--- src/rtl/avr_xmem_mailbox.sv ---
// Byte mailbox on the AVR external data-memory bus: RX FIFO (host->AVR), TX FIFO (AVR->host),
// status/count/control registers, blocking DATA accesses with timeout, and a level IRQ.

module avr_xmem_mailbox_fifo #(
    parameter int DEPTH = 16,
    parameter int CW    = $clog2(DEPTH) + 1
) (
    input  logic          clk,
    input  logic          rst,
    input  logic          flush,
    input  logic          push,
    input  logic [7:0]    din,
    input  logic          pop,
    output logic [7:0]    head,
    output logic [CW-1:0] count,
    output logic          full,
    output logic          empty
);
    localparam int PW = $clog2(DEPTH);

    logic [7:0]    mem [DEPTH];
    logic [PW-1:0] wr_ptr, rd_ptr;

    always_ff @(posedge clk) begin
        if (push && !flush)
            mem[wr_ptr] <= din;
    end

    always_ff @(posedge clk) begin
        if (rst || flush) begin
            wr_ptr <= '0;
            rd_ptr <= '0;
            count  <= '0;
        end else begin
            if (push) wr_ptr <= wr_ptr + 1'b1;
            if (pop)  rd_ptr <= rd_ptr + 1'b1;
            case ({push, pop})
                2'b10:   count <= count + 1'b1;
                2'b01:   count <= count - 1'b1;
                default: count <= count;
            endcase
        end
    end

    assign head  = mem[rd_ptr];
    assign full  = (count == CW'(DEPTH));
    assign empty = (count == '0);
endmodule

module avr_xmem_mailbox #(
    parameter int ADDR_W     = 3,
    parameter int FIFO_DEPTH = 16,
    parameter int TIMEOUT    = 255
) (
    input  logic              clk,
    input  logic              rst,
    input  logic [ADDR_W-1:0] sram_a,
    input  logic [7:0]        sram_d_out,
    output logic [7:0]        sram_d_in,
    input  logic              sram_cs,
    input  logic              sram_oe,
    input  logic              sram_we,
    output logic              sram_wait,
    input  logic [7:0]        rx_data,
    input  logic              rx_valid,
    output logic              rx_ready,
    output logic [7:0]        tx_data,
    output logic              tx_valid,
    input  logic              tx_ready,
    output logic              irq
);
    localparam int CW = $clog2(FIFO_DEPTH) + 1;
    localparam int TW = $clog2(TIMEOUT + 2);

    localparam logic [ADDR_W-1:0] A_DATA   = ADDR_W'(0);
    localparam logic [ADDR_W-1:0] A_STATUS = ADDR_W'(1);
    localparam logic [ADDR_W-1:0] A_RXCNT  = ADDR_W'(2);
    localparam logic [ADDR_W-1:0] A_TXCNT  = ADDR_W'(3);
    localparam logic [ADDR_W-1:0] A_CTRL   = ADDR_W'(4);

    typedef enum logic [1:0] {IDLE, RD_BLOCK, RD_DONE, WR_BLOCK} state_t;

    state_t        state, state_n;
    logic [TW-1:0] to_cnt;
    logic          cnt_clr, expired;
    logic [7:0]    rd_data, rd_val, reg_rdata;
    logic          rd_load, reg_wr;
    logic          irq_en, rx_to, tx_to, set_rx_to, set_tx_to;
    logic          flush_cycle;

    logic          rx_push, rx_pop, rx_full, rx_empty;
    logic          tx_push, tx_pop, tx_full, tx_empty;
    logic [7:0]    rx_head;
    logic [CW-1:0] rx_count, tx_count;

    // Requests are ignored while reset is held so the bus sees no stall.
    logic req, is_wr, is_data;
    assign req     = ~rst & sram_cs & (sram_oe | sram_we);
    assign is_wr   = sram_we;
    assign is_data = (sram_a == A_DATA);
    assign expired = (TIMEOUT != 0) && (to_cnt == TW'(TIMEOUT - 1));

    assign flush_cycle = reg_wr & (sram_a == A_CTRL) & sram_d_out[1];
    assign rx_ready    = ~rx_full & ~flush_cycle;
    assign rx_push     = rx_valid & rx_ready;
    assign tx_valid    = ~tx_empty;
    assign tx_pop      = tx_valid & tx_ready & ~flush_cycle;
    assign irq         = irq_en & ~rx_empty;
    assign sram_d_in   = rd_data;

    avr_xmem_mailbox_fifo #(.DEPTH(FIFO_DEPTH), .CW(CW)) u_rx (
        .clk(clk), .rst(rst), .flush(flush_cycle),
        .push(rx_push), .din(rx_data), .pop(rx_pop),
        .head(rx_head), .count(rx_count), .full(rx_full), .empty(rx_empty)
    );

    avr_xmem_mailbox_fifo #(.DEPTH(FIFO_DEPTH), .CW(CW)) u_tx (
        .clk(clk), .rst(rst), .flush(flush_cycle),
        .push(tx_push), .din(sram_d_out), .pop(tx_pop),
        .head(tx_data), .count(tx_count), .full(tx_full), .empty(tx_empty)
    );

    always_comb begin
        reg_rdata = 8'h00;
        case (sram_a)
            A_DATA:   reg_rdata = rx_head;
            A_STATUS: reg_rdata = {4'b0, tx_to, rx_to, tx_full, ~rx_empty};
            A_RXCNT:  reg_rdata = 8'(rx_count);
            A_TXCNT:  reg_rdata = 8'(tx_count);
            A_CTRL:   reg_rdata = {7'b0, irq_en};
            default:  reg_rdata = 8'h00;
        endcase
    end

    always_comb begin
        state_n   = state;
        sram_wait = 1'b0;
        cnt_clr   = 1'b0;
        rd_load   = 1'b0;
        rd_val    = 8'h00;
        rx_pop    = 1'b0;
        tx_push   = 1'b0;
        reg_wr    = 1'b0;
        set_rx_to = 1'b0;
        set_tx_to = 1'b0;
        case (state)
            IDLE: begin
                if (req && is_wr) begin
                    if (is_data && tx_full) begin
                        sram_wait = 1'b1;
                        cnt_clr   = 1'b1;
                        state_n   = WR_BLOCK;
                    end else if (is_data) begin
                        tx_push = 1'b1;
                    end else begin
                        reg_wr = 1'b1;
                    end
                end else if (req) begin
                    sram_wait = 1'b1;
                    if (is_data && rx_empty) begin
                        cnt_clr = 1'b1;
                        state_n = RD_BLOCK;
                    end else begin
                        rd_load = 1'b1;
                        rd_val  = reg_rdata;
                        rx_pop  = is_data;
                        state_n = RD_DONE;
                    end
                end
            end
            RD_BLOCK: begin
                sram_wait = 1'b1;
                if (!rx_empty) begin
                    rx_pop  = 1'b1;
                    rd_load = 1'b1;
                    rd_val  = rx_head;
                    state_n = RD_DONE;
                end else if (expired) begin
                    rd_load   = 1'b1;
                    rd_val    = 8'hFF;
                    set_rx_to = 1'b1;
                    state_n   = RD_DONE;
                end
            end
            RD_DONE: state_n = IDLE;
            WR_BLOCK: begin
                if (!tx_full) begin
                    tx_push = 1'b1;
                    state_n = IDLE;
                end else if (expired) begin
                    set_tx_to = 1'b1;
                    state_n   = IDLE;
                end else begin
                    sram_wait = 1'b1;
                end
            end
            default: state_n = IDLE;
        endcase
    end

    always_ff @(posedge clk) begin
        if (rst) begin
            state   <= IDLE;
            to_cnt  <= '0;
            rd_data <= 8'h00;
            irq_en  <= 1'b0;
            rx_to   <= 1'b0;
            tx_to   <= 1'b0;
        end else begin
            state <= state_n;
            if (cnt_clr)
                to_cnt <= '0;
            else if (state == RD_BLOCK || state == WR_BLOCK)
                to_cnt <= to_cnt + 1'b1;
            if (rd_load)
                rd_data <= rd_val;
            if (reg_wr && sram_a == A_CTRL)
                irq_en <= sram_d_out[0];
            // Sticky flags: a timeout in the same cycle as a clear keeps the flag set.
            if (set_rx_to)
                rx_to <= 1'b1;
            else if (reg_wr && sram_a == A_STATUS && sram_d_out[2])
                rx_to <= 1'b0;
            if (set_tx_to)
                tx_to <= 1'b1;
            else if (reg_wr && sram_a == A_STATUS && sram_d_out[3])
                tx_to <= 1'b0;
        end
    end
endmodule

--- config.mk ---
export PLATFORM = sky130hd
export DESIGN_NAME = avr_xmem_mailbox
export DESIGN_NICKNAME = d
export VERILOG_FILES = /design/src/rtl/avr_xmem_mailbox.sv
export SDC_FILE = /design/constraint.sdc
export NUM_CORES = 1
export LEC_CHECK = 0
export CORE_MARGIN = 3
export CORE_UTILIZATION = 34
export DETAILED_ROUTE_END_ITERATION = 12
export PLACE_DENSITY = 0.52
export SYNTH_ARGS = -nofsm -noshare
export SYNTH_HDL_FRONTEND = slang
export SYNTH_HIERARCHICAL = 1
export SYNTH_SLANG_ARGS = --single-unit
--- constraint.sdc ---
create_clock -name clk -period 5.16 [get_ports clk]
set_input_delay 1.032 -clock clk [delete_from_list [all_inputs] [get_ports clk]]
set_output_delay 1.032 -clock clk [all_outputs]
set_load 0.05 [all_outputs]
==> results.md <==
- CP Launch Type: flop
- Switching power: 0.001911 W
- DRC Markers: 0
- EDFF count, synth: 256
- Worst hold slack: 0.4842 ns
- Synth Instances: 813
- Post-Route WL: 28630 um
- Die area: 41680 um2
- Asr flop ratio synth: 0%
- CTS tree: yes
- Post-CTS setup buffers: 0
- Max-cap viol count: 0
- Int Power: 0.004879 W
- Root buffer cell: clkbuf_16
- # setup viols final: 0
- Final #Nets: 915
- Initial Util: 34.95%
- Cell Area, Synth: 13350 um2
- H-tree levels: 2
- Ports: 46
- Slew @ Worst Pin: 1.005 ns
- Total congestion overflow: 0
- Vias per cell: 5.132
- Avg Inst Size Synth: 16.42 um2
- Largest net degree at the start of global routing: 33
- Sequential fraction of the synthesis area: 65.99%
- Critical path class: flop to output port
- Number of global-route vias before repair: 7314
- Crit-path cells: buf_4 > mux4_1 > a22oi_1 > nand2_1 > clkdlybuf4s50_1
- Seq pwr share: 44.1%
- RSZ-0062 raised after global routing: no
- Crit-path leading delay family: buffers and inverters
- Number of synthesized register bits: 312
- Total GRT Usage: 13.76%
- Port buffer count: 45
- WP data required: 4.13 ns
- Total core area: 38200 um2
- Combinational power share: 20.7%
- Final core utilization: 40.26%
- Minimum clock period: 4.373 ns
- Critical path data arrival time: 3.34 ns
- Area leader, netlist: edfxtp_1
- Initial antenna violation count: 1
- Max clock buf depth: 3
- Hold_sp: rx_to
- Drt initial violations: 466
- Routed Antenna Nets: 0
- Worst slew margin: 32.50%
- Status: complete, no violations
- Switching Share: 28.14%
- Chip height: 204.1 um
- Worst-path clk slew: 0.06 ns
- Post-Route Setup TNS: 0 ns
- # rows: 71
- Worst setup EP type: output port
- Hold/Removal Path Class: flop to flop
- Leak: 5.025 nW
- Cts hold-fix bufs: 0
- Hpwl dp: 18580 um
- VDD IR max: 0.2874 mV
- Final worst-path cycle share: 84.75%
- Critical path fanouts, max: 18
- R2r startpoint: state[0]
- Die X: 204.1 um
- First-pass GRT wire length: 43950 um
- Ys Warns: 6
- CP max stage delay: 0.74 ns
- Clock power share: 35.3%
- Share of cells above drive strength 1: 12.56%
- Final Max Slew Viols: 0
- Distinct cells, synth: 66
- Clk_skew: 0.01557 ns
- Cts bufs inserted: 35
- Synth-to-layout area growth: 15.21%
- Top-area cell type share of the netlist area: 57.59%
- Highest-count cells in the layout ignoring fill and taps: edfxtp_1 (256), nor2_1 (58), dfxtp_1 (53)
- Clock Latency Late Sink: 0.52 ns
- Sink Count: 312
- WL/cell: 20.41 um
- Via count: 7200
- Post_cts resized: 0
- Net Count, Synth: 863
- CP max-delay cell: dfxtp_2
- N_diodes: 0
- Synth area leaders: edfxtp_1 (58%), dfxtp_1 (8.4%), mux4_1 (6.5%)
- Main synth FF type: edfxtp_1
- CP bufs+invs: 2
- Final hold violations: 0
- Most common cell after layout, fill and taps aside: edfxtp_1
- First-pass DRT Iterations: 5
- Final Wtd Congestion: 0.8037
- Power Dens Cells: 441.5 nW/um2
- Max Freq: 228.7 MHz
layer usage:
metal	track usage [%]	part of all wire, %	vias up
li1	-	-	3371
met1	19.01	46	3631
met2	22.34	47	147
met3	2.532	4.0	49
met4	4.006	2.5	2
met5	0	0.052	-
flip-flops by register name, summed over array words and instances, names as in the netlist, named ones only:
register	count
u_rx/mem	128
u_tx/mem	128
to_cnt	9
sram_d_in	8
u_rx/count	5
u_tx/count	5
u_rx/rd_ptr	4
u_rx/wr_ptr	4
u_tx/rd_ptr	4
u_tx/wr_ptr	4
state	2
irq_en	1
rx_to	1
tx_to	1
kinds of logic (layout without fill, tap and decap cells):
group / Yosys count / count (layout) / synth area share [%]
buffers and inverters: 58 / 137 / 2.531
adders and majority gates: 24 / 24 / 2.250
xor gates and xnor gates: 26 / 26 / 1.706
and+or+nand+nor: 212 / 212 / 8.829
muxes: 75 / 75 / 12.83
DFF: 312 / 312 / 65.99
AOI/OAI and AO/OA: 106 / 106 / 5.868
worst register-to-register path, delay by kind of cell, from the launching register on:
family / cells / cell delay [ns]
and+or+nand+nor: 6 / 1.55
buffers and inverters: 3 / 0.36
DFF: 1 / 0.37
AOI/OAI and AO/OA: 2 / 0.35
xor gates and xnor gates: 1 / 0.18
adders and majority gates: 3 / 0.84
final cells by class:
| class | instances | area, um2 |
|---|---|---|
| clock buffer | 45 | 954.7 |
| sequential | 312 | 8812 |
| inverter | 15 | 56.30 |
| multi-input combinational | 443 | 4203 |
| fill | 3549 | 22820 |
| clock inverter | 19 | 168.9 |
| timing repair buffer | 58 | 545.5 |
| tap | 511 | 639.4 |
Yosys cell counts, types with 6 or more instances:
cell / n
o211ai_1: 9
mux2i_1: 8
a221oi_1: 8
nand3b_1: 6
nand2b_1: 7
xnor2_1: 9
buf_2: 12
inv_1: 14
a22oi_1: 32
dfxtp_1: 56
o21ai_0: 9
xor2_1: 17
edfxtp_1: 256
nand4_1: 10
a21oi_1: 22
nor2_1: 58
nand3_1: 11
nor3b_1: 8
clkbuf_1: 14
and2_1: 29
nand2_1: 28
mux4_2: 34
ha_1: 24
nor2b_1: 7
and3_1: 11
mux4_1: 33
path summary, 6_finish.rpt:
| path | to | slack (ns) | cells after the start |
|---|---|---|---|
| min | rx_to | 0.48 | 2 |
| min reg2reg | rx_to | 0.48 | 2 |
| max reg2reg | u_rx/count[4] | 1.45 | 15 |
| max | tx_data[1] | 0.79 | 5 |
power groups by stage:
| stage | registers (W) | logic [W] | clock network (W) |
|---|---|---|---|
| floorplan | 0.00300 | 0.00105 | 0 |
| global placement | 0.00305 | 0.00141 | 0 |
| detailed placement | 0.00305 | 0.00142 | 0 |
| CTS | 0.00300 | 0.00142 | 0.00247 |
| global route | 0.00301 | 0.00153 | 0.00258 |
| finish | 0.00299 | 0.00140 | 0.00240 |
stage by stage:
step | setup WS, ns | instances | total power (W) | area, um2
floorplan | 0.6316 | 813 | 0.004052 | 13350
global placement | 0.7058 | 1339 | 0.004458 | 14260
detailed placement | 0.6394 | 1339 | 0.004464 | 14260
CTS | 0.7132 | 1403 | 0.006893 | 15380
global route | 0.5730 | 1403 | 0.007127 | 15380
finish | 0.7869 | 1403 | 0.006790 | 15380
Note: power is estimated with default switching activity, not from simulation.
